[src/rtl/alu_pkg.sv]
// Shared types and constants for the slice-serial 74181 ALU.
// Build with ALU_OVF_EN defined to add the signed-overflow flag.
package alu_pkg;

  typedef enum logic [1:0] {
    IDLE,
    RUN,
    DONE
  } state_t;

  localparam int ALU_SLICE = 4;

  localparam logic [3:0] ALU_S_ADD  = 4'b1001;
  localparam logic [3:0] ALU_S_SUB  = 4'b0110;
  localparam logic [3:0] ALU_S_XOR  = 4'b0110;
  localparam logic [3:0] ALU_S_ZERO = 4'b0011;
  localparam logic [3:0] ALU_S_PASS = 4'b1111;

endpackage

[src/rtl/alu_if.sv]
// Request/response bundle of the slice-serial ALU.
// ALU_OVF_EN adds the ovf flag to the bundle.
interface alu_if #(
  parameter int WIDTH = 16
);

  logic             in_valid;
  logic             in_ready;
  logic [3:0]       s;
  logic             m;
  logic             cin;
  logic [WIDTH-1:0] a;
  logic [WIDTH-1:0] b;
  logic             out_valid;
  logic             out_ready;
  logic [WIDTH-1:0] f;
  logic             cout;
  logic             aeqb;
  logic             zero;
`ifdef ALU_OVF_EN
  logic             ovf;
`endif

  modport master (
    output in_valid, s, m, cin, a, b,
    output out_ready,
    input  in_ready, out_valid,
    input  f, cout, aeqb, zero
`ifdef ALU_OVF_EN
    , input ovf
`endif
  );

  modport slave (
    input  in_valid, s, m, cin, a, b,
    input  out_ready,
    output in_ready, out_valid,
    output f, cout, aeqb, zero
`ifdef ALU_OVF_EN
    , output ovf
`endif
  );

endinterface

[src/rtl/alu_slice.sv]
// Combinational SLICE-bit 74181 function, active-high data.
// c_msb (carry into the top bit) exists only with ALU_OVF_EN.
module alu_slice
  import alu_pkg::*;
#(
  parameter int SLICE = ALU_SLICE
) (
  input  logic [3:0]       s,
  input  logic             m,
  input  logic             cin,
  input  logic [SLICE-1:0] a,
  input  logic [SLICE-1:0] b,
  output logic [SLICE-1:0] f,
  output logic             cout
`ifdef ALU_OVF_EN
  , output logic           c_msb
`endif
);

  localparam logic [SLICE-1:0] ONES = '1;

  logic [SLICE-1:0] x;
  logic [SLICE-1:0] y;
  logic [SLICE-1:0] lg;
  logic [SLICE:0]   sum;

  always_comb begin
    lg = '0;
    unique case (s)
      4'b0000: lg = ~a;
      4'b0001: lg = ~(a | b);
      4'b0010: lg = ~a & b;
      4'b0011: lg = '0;
      4'b0100: lg = ~(a & b);
      4'b0101: lg = ~b;
      4'b0110: lg = a ^ b;
      4'b0111: lg = a & ~b;
      4'b1000: lg = ~a | b;
      4'b1001: lg = ~(a ^ b);
      4'b1010: lg = b;
      4'b1011: lg = a & b;
      4'b1100: lg = ONES;
      4'b1101: lg = a | ~b;
      4'b1110: lg = a | b;
      4'b1111: lg = a;
    endcase
  end

  // arithmetic mode is X + Y + cin with bitwise-formed X and Y
  always_comb begin
    x = a;
    y = '0;
    unique case (s)
      4'b0000: x = a;
      4'b0001: x = a | b;
      4'b0010: x = a | ~b;
      4'b0011: begin x = '0;      y = ONES;   end
      4'b0100: begin x = a;       y = a & ~b; end
      4'b0101: begin x = a | b;   y = a & ~b; end
      4'b0110: begin x = a;       y = ~b;     end
      4'b0111: begin x = a & ~b;  y = ONES;   end
      4'b1000: begin x = a;       y = a & b;  end
      4'b1001: begin x = a;       y = b;      end
      4'b1010: begin x = a | ~b;  y = a & b;  end
      4'b1011: begin x = a & b;   y = ONES;   end
      4'b1100: begin x = a;       y = a;      end
      4'b1101: begin x = a | b;   y = a;      end
      4'b1110: begin x = a | ~b;  y = a;      end
      4'b1111: begin x = a;       y = ONES;   end
    endcase
  end

  assign sum = {1'b0, x} + {1'b0, y} + {{SLICE{1'b0}}, cin};

  assign f    = m ? lg : sum[SLICE-1:0];
  assign cout = m ? 1'b0 : sum[SLICE];

`ifdef ALU_OVF_EN
  assign c_msb = m ? 1'b0
               : sum[SLICE-1] ^ x[SLICE-1] ^ y[SLICE-1];
`endif

endmodule

[src/rtl/alu_seq.sv]
// Slice-serial 74181 ALU: one SLICE-bit slice per clock, LSB first.
// Optional signed-overflow flag under ALU_OVF_EN.
module alu_seq
  import alu_pkg::*;
#(
  parameter int WIDTH = 16,
  parameter int SLICE = ALU_SLICE
) (
  input logic clk,
  input logic rst_n,
  alu_if.slave bus
);

  localparam int NSLICE = WIDTH / SLICE;
  localparam int IW = (NSLICE > 1) ? $clog2(NSLICE) : 1;
  localparam logic [IW-1:0] LAST = IW'(NSLICE - 1);

  state_t           st;
  logic [WIDTH-1:0] a_q;
  logic [WIDTH-1:0] b_q;
  logic [3:0]       s_q;
  logic             m_q;
  logic             c_q;
  logic [IW-1:0]    idx;
  logic [WIDTH-1:0] f_q;
  logic             cout_q;
  logic             aeqb_q;
  logic             zero_q;
  logic             in_ready_q;
  logic             out_valid_q;

  logic [SLICE-1:0] sl_f;
  logic             sl_cout;
  logic [WIDTH-1:0] f_nx;

`ifdef ALU_OVF_EN
  logic sl_cmsb;
  logic ovf_q;
`endif

  alu_slice #(
    .SLICE (SLICE)
  ) u_slice (
    .s     (s_q),
    .m     (m_q),
    .cin   (c_q),
    .a     (a_q[idx*SLICE +: SLICE]),
    .b     (b_q[idx*SLICE +: SLICE]),
    .f     (sl_f),
    .cout  (sl_cout)
`ifdef ALU_OVF_EN
    , .c_msb (sl_cmsb)
`endif
  );

  // flags are judged on the word as it will look once this slice lands
  always_comb begin
    f_nx = f_q;
    f_nx[idx*SLICE +: SLICE] = sl_f;
  end

  always_ff @(posedge clk or negedge rst_n) begin
    if (!rst_n) begin
      st          <= IDLE;
      a_q         <= '0;
      b_q         <= '0;
      s_q         <= '0;
      m_q         <= 1'b0;
      c_q         <= 1'b0;
      idx         <= '0;
      f_q         <= '0;
      cout_q      <= 1'b0;
      aeqb_q      <= 1'b0;
      zero_q      <= 1'b0;
      in_ready_q  <= 1'b1;
      out_valid_q <= 1'b0;
`ifdef ALU_OVF_EN
      ovf_q       <= 1'b0;
`endif
    end else begin
      unique case (st)
        IDLE: begin
          if (bus.in_valid) begin
            a_q        <= bus.a;
            b_q        <= bus.b;
            s_q        <= bus.s;
            m_q        <= bus.m;
            c_q        <= bus.cin;
            idx        <= '0;
            in_ready_q <= 1'b0;
            st         <= RUN;
          end
        end
        RUN: begin
          f_q <= f_nx;
          c_q <= sl_cout;
          idx <= idx + 1'b1;
          if (idx == LAST) begin
            idx         <= '0;
            cout_q      <= sl_cout;
            aeqb_q      <= &f_nx;
            zero_q      <= (f_nx == '0);
            out_valid_q <= 1'b1;
            st          <= DONE;
`ifdef ALU_OVF_EN
            ovf_q       <= sl_cmsb ^ sl_cout;
`endif
          end
        end
        DONE: begin
          if (bus.out_ready) begin
            out_valid_q <= 1'b0;
            in_ready_q  <= 1'b1;
            st          <= IDLE;
          end
        end
        default: begin
          out_valid_q <= 1'b0;
          in_ready_q  <= 1'b1;
          st          <= IDLE;
        end
      endcase
    end
  end

  assign bus.in_ready  = in_ready_q;
  assign bus.out_valid = out_valid_q;
  assign bus.f         = f_q;
  assign bus.cout      = cout_q;
  assign bus.aeqb      = aeqb_q;
  assign bus.zero      = zero_q;
`ifdef ALU_OVF_EN
  assign bus.ovf       = ovf_q;
`endif

endmodule

[src/flat_wrapper.sv]
// flat-port wrapper written by rule: the top's interface ports become plain ports
module alu_seq_flat import alu_pkg::*;
#(
  parameter int WIDTH = 16,
  parameter int SLICE = ALU_SLICE
)
  (clk, rst_n, bus_in_valid, bus_s, bus_m, bus_cin, bus_a, bus_b, bus_out_ready, bus_in_ready, bus_out_valid, bus_f, bus_cout, bus_aeqb, bus_zero);
  alu_if #(.WIDTH(WIDTH)) bus_i ();
  input logic clk;
  input logic rst_n;
  input wire logic [$bits(bus_i.in_valid)-1:0] bus_in_valid;
  input wire logic [$bits(bus_i.s)-1:0] bus_s;
  input wire logic [$bits(bus_i.m)-1:0] bus_m;
  input wire logic [$bits(bus_i.cin)-1:0] bus_cin;
  input wire logic [$bits(bus_i.a)-1:0] bus_a;
  input wire logic [$bits(bus_i.b)-1:0] bus_b;
  input wire logic [$bits(bus_i.out_ready)-1:0] bus_out_ready;
  output wire logic [$bits(bus_i.in_ready)-1:0] bus_in_ready;
  output wire logic [$bits(bus_i.out_valid)-1:0] bus_out_valid;
  output wire logic [$bits(bus_i.f)-1:0] bus_f;
  output wire logic [$bits(bus_i.cout)-1:0] bus_cout;
  output wire logic [$bits(bus_i.aeqb)-1:0] bus_aeqb;
  output wire logic [$bits(bus_i.zero)-1:0] bus_zero;
  assign bus_i.in_valid = bus_in_valid;
  assign bus_i.s = bus_s;
  assign bus_i.m = bus_m;
  assign bus_i.cin = bus_cin;
  assign bus_i.a = bus_a;
  assign bus_i.b = bus_b;
  assign bus_i.out_ready = bus_out_ready;
  assign bus_in_ready = bus_i.in_ready;
  assign bus_out_valid = bus_i.out_valid;
  assign bus_f = bus_i.f;
  assign bus_cout = bus_i.cout;
  assign bus_aeqb = bus_i.aeqb;
  assign bus_zero = bus_i.zero;
  alu_seq #(.WIDTH(WIDTH), .SLICE(SLICE)) u_core (.clk(clk), .rst_n(rst_n), .bus(bus_i));
endmodule
[config.mk]
export PLATFORM = sky130hd
export DESIGN_NAME = alu_seq_flat
export DESIGN_NICKNAME = d
export VERILOG_FILES = /design/src/rtl/alu_pkg.sv /design/src/rtl/alu_if.sv /design/src/rtl/alu_slice.sv /design/src/rtl/alu_seq.sv /design/src/flat_wrapper.sv
export SDC_FILE = /design/constraint.sdc
export NUM_CORES = 1
export LEC_CHECK = 0
export ABC_AREA = 1
export BUFFER_PORTS_ARGS = -buffer_cell sky130_fd_sc_hd__buf_2
export CAP_MARGIN = 20
export CORE_MARGIN = 2
export CORE_UTILIZATION = 53
export DETAILED_ROUTE_END_ITERATION = 10
export GPL_TIMING_DRIVEN = 0
export PLACE_DENSITY = 0.72
export SETUP_SLACK_MARGIN = 0.4
export SYNTH_ARGS = -nofsm -noshare
export SYNTH_HDL_FRONTEND = slang
export SYNTH_SLANG_ARGS = --single-unit
[constraint.sdc]
create_clock -name clk -period 4.1 [get_ports clk]
set_clock_uncertainty 0.05 [all_clocks]
set_input_delay 0 -clock clk [delete_from_list [all_inputs] [get_ports clk]]
set_output_delay 0 -clock clk [all_outputs]
set_load 0.01 [all_outputs]
==> reports/results.tsv <==
metric	value	unit
layout cells sized above 1	0.197	
Inserted Clock Buffers	9	
H-tree Lvls	3	
total number of vias	4849	
Pre-antenna DRT Iters	5	
initial DRC count	375	
initial core utilization	0.542	
Longest Clk Path Bufs	2	
# diodes	0	
Synth Cell Area	4410	um2
most frequent cells in the layout	nand2_1, inv_1, buf_2, dfrtp_1, nor2_1	
total of max-cap violations	0	
gr busiest metal	met2	
met3 Track Usage GR	0.0672	
Worst EP arrival	3.93	ns
Sink Count	63	
crit path cell chain	buf_6, buf_6, nand2_2, nand3_2, and2_4, ha_4, a221oi_2, o2111ai_2, fa_2, inv_2, fa_1, or2_4, nand2_4, buf_12, nand4_1, nand2_1, nand2_1, nor2_1, nand2_1, o21bai_2	
total negative slack	0	ns
post-synthesis net count	737	
Synth cell types	35	
most common cell after layout, fill and taps aside	nand2_1	
power per cell area	960	nW/um2
CP required	4.33	ns
slowest stage cell, crit path	dfrtp_1	
Hold Path Class	input pin to flip-flop	
setup violators final	0	
M1 GR Usage	0.434	
Vias/cell	5.33	
share of the synthesized area in the top cell type	0.352	
Avg WL per Cell	15.4	um
fmax	0.270	GHz
RSZ-0062 raised after global routing	yes	
Worst-Margin Slew	0.868	ns
gpl congestion	0.977	
Final Critical Period	3.70	ns
Seq/Total Area, Yosys	0.358	
largest net degree at the start of global routing	64	
WL final	14000	um
area delta synth->final	32.7	%
status	complete, no violations	
Final Max Tran Viols	0	
Die X	95.2	um
hpwl dp	9260	um
Total GRT Usage	0.323	
Nets	868	
most frequent CP cell	nand2_1	
period utilisation layout	0.902	
cells after synthesis	668	
critical path class	flip-flop to flip-flop	
relative slew slack	0.416	
core area	8130	um2
Ports	63	
CP Max Fanout	7	
Ys Warns	0	
antenna viol nets, final	0	
Pleak	0.00307	uW
via count of the first global-routing pass	4653	
critical path endpoint category	flip-flop	
CTS tree	done	
final hold violations	0	
first-pass GRT wire length	22700	um
Clock Pin Slew Worst Setup and Hold Paths	0.08	ns
DRC	0	
row cnt	33	
Area contributors post-synth	dfrtp_1, nand2_1, ha_1	
IO Port Bufs	62	
Post-Syn Area per Cell	6.60	um2
critical path launch point type	flip-flop	
Synth area leader	dfrtp_1	
area of the die	9060	um2
initial antenna violation count	0	
synthesized flop and latch total	63	
worst hold margin	0.0259	ns
Vert. Die Dim	95.2	um
CTS root buffer	clkbuf_8	
met2 usage	0.521	
clock latency at the later pin of the worst-skew pair	0.36	ns
total grt overflow	0	
CP peak stage delay	0.41	ns
peak supply drop	0.452	mV
## synth_stat cells
cell type,n
buf_4,2
a221o_1,1
a221oi_1,3
dfstp_2,1
inv_1,68
nand4_1,11
nor3_1,7
a22oi_1,1
clkinv_1,2
o21bai_2,1
nand3_1,45
o21ai_1,3
o21ai_0,32
nand2_1,276
a21oi_1,6
nor4_1,1
nand2_2,3
nand3b_1,3
buf_2,3
inv_2,9
o2111ai_1,5
clkbuf_1,12
o21bai_1,3
or2_2,1
a31oi_1,7
ha_1,25
fa_1,2
and2_1,3
nor2_1,60
buf_1,1
dfrtp_1,62
nor2_2,5
o21a_1,1
o211ai_1,1
nor2_4,2
## final cells by class
class	instances	area (um2)
fillers	659	2290
clock inverters	7	125
flip-flops and latches	63	1580
well taps	105	131
plain buffers	18	95.1
repair buffers	120	865
inverters	79	307
clock buffers	9	124
multi-input cells	508	2620
## critical path, delay by kind of cell, from the launching register on
family / cells / cell delay [ns]
buffers and inverters: 4 / 0.46
AO/OA/AOI/OAI: 3 / 0.55
AND/OR/NAND/NOR: 10 / 1.21
flip-flops: 1 / 0.41
adder cells (fa/ha/maj): 3 / 0.95
## cell families (layout without fill, tap and decap cells)
family | after synthesis | after routing | share of synthesized area
buffers and inverters | 97 | 233 | 0.0852
flip-flops | 63 | 63 | 0.358
adder cells (fa/ha/maj) | 27 | 27 | 0.0800
AO/OA/AOI/OAI | 64 | 64 | 0.0874
AND/OR/NAND/NOR | 417 | 417 | 0.389
## through the flow
stage | std cells | total power (uW) | setup slack (ns) | util | instance area (um2)
global route | 909 | 6100 | 0.199 | 0.719 | 5850
finish | 909 | 5620 | 0.402 | 0.719 | 5850
detailed placement | 835 | 4100 | -0.185 | 0.597 | 4850
floorplan | 668 | 3250 | 0.479 | - | 4410
global placement | 835 | 4020 | -0.0783 | 0.596 | 4850
CTS | 902 | 5080 | 0.355 | 0.696 | 5660
## per-layer routing
layer	share of wire	vias to the layer above
met2	0.47	216
met3	0.072	32
met5	0	-
li1	-	2370
met4	0.019	0
met1	0.43	2231
## path summary, 6_finish.rpt
check	end	startpoint	slack [ns]	depth (start not counted)
max	u_core.bus.aeqb$_DFFE_PN0P_	u_core.idx[0]$_DFFE_PN0P_	0.40	20
min reg2reg	u_core.bus.in_ready$_DFFE_PN1P_	u_core.bus.in_ready$_DFFE_PN1P_	0.42	2
max in group asynchronous	u_core.bus.f[4]$_DFFE_PN0P_	rst_n	3.22	2
min in group asynchronous	u_core.s_q[0]$_DFFE_PN0P_	rst_n	0.23	2
min	u_core.b_q[10]$_DFFE_PN0P_	bus_in_valid	0.03	4
max reg2reg	u_core.bus.aeqb$_DFFE_PN0P_	u_core.idx[0]$_DFFE_PN0P_	0.40	20
## state kept, by name (all words and copies together), names as in the netlist, 2 cells and up
signal,cells
u_core.a_q,16
u_core.bus.f,16
u_core.b_q,16
u_core.s_q,4
u_core.st,2
u_core.idx,2
## what timing repair did
action,CTS,global route
gates cloned,0,0
resized for setup,23,37
hold endpoints to repair,103,0
pin swaps,8,23
hold buffers,40,0
setup endpoints to repair,12,7
buffers inserted,11,7
## power by group
part | internal [uW] | switching (uW)
Combinational | 1430 | 2380
Sequential | 904 | 200
Clock | 413 | 287
Total | 2750 | 2870
(Power assumes the default switching activity.)
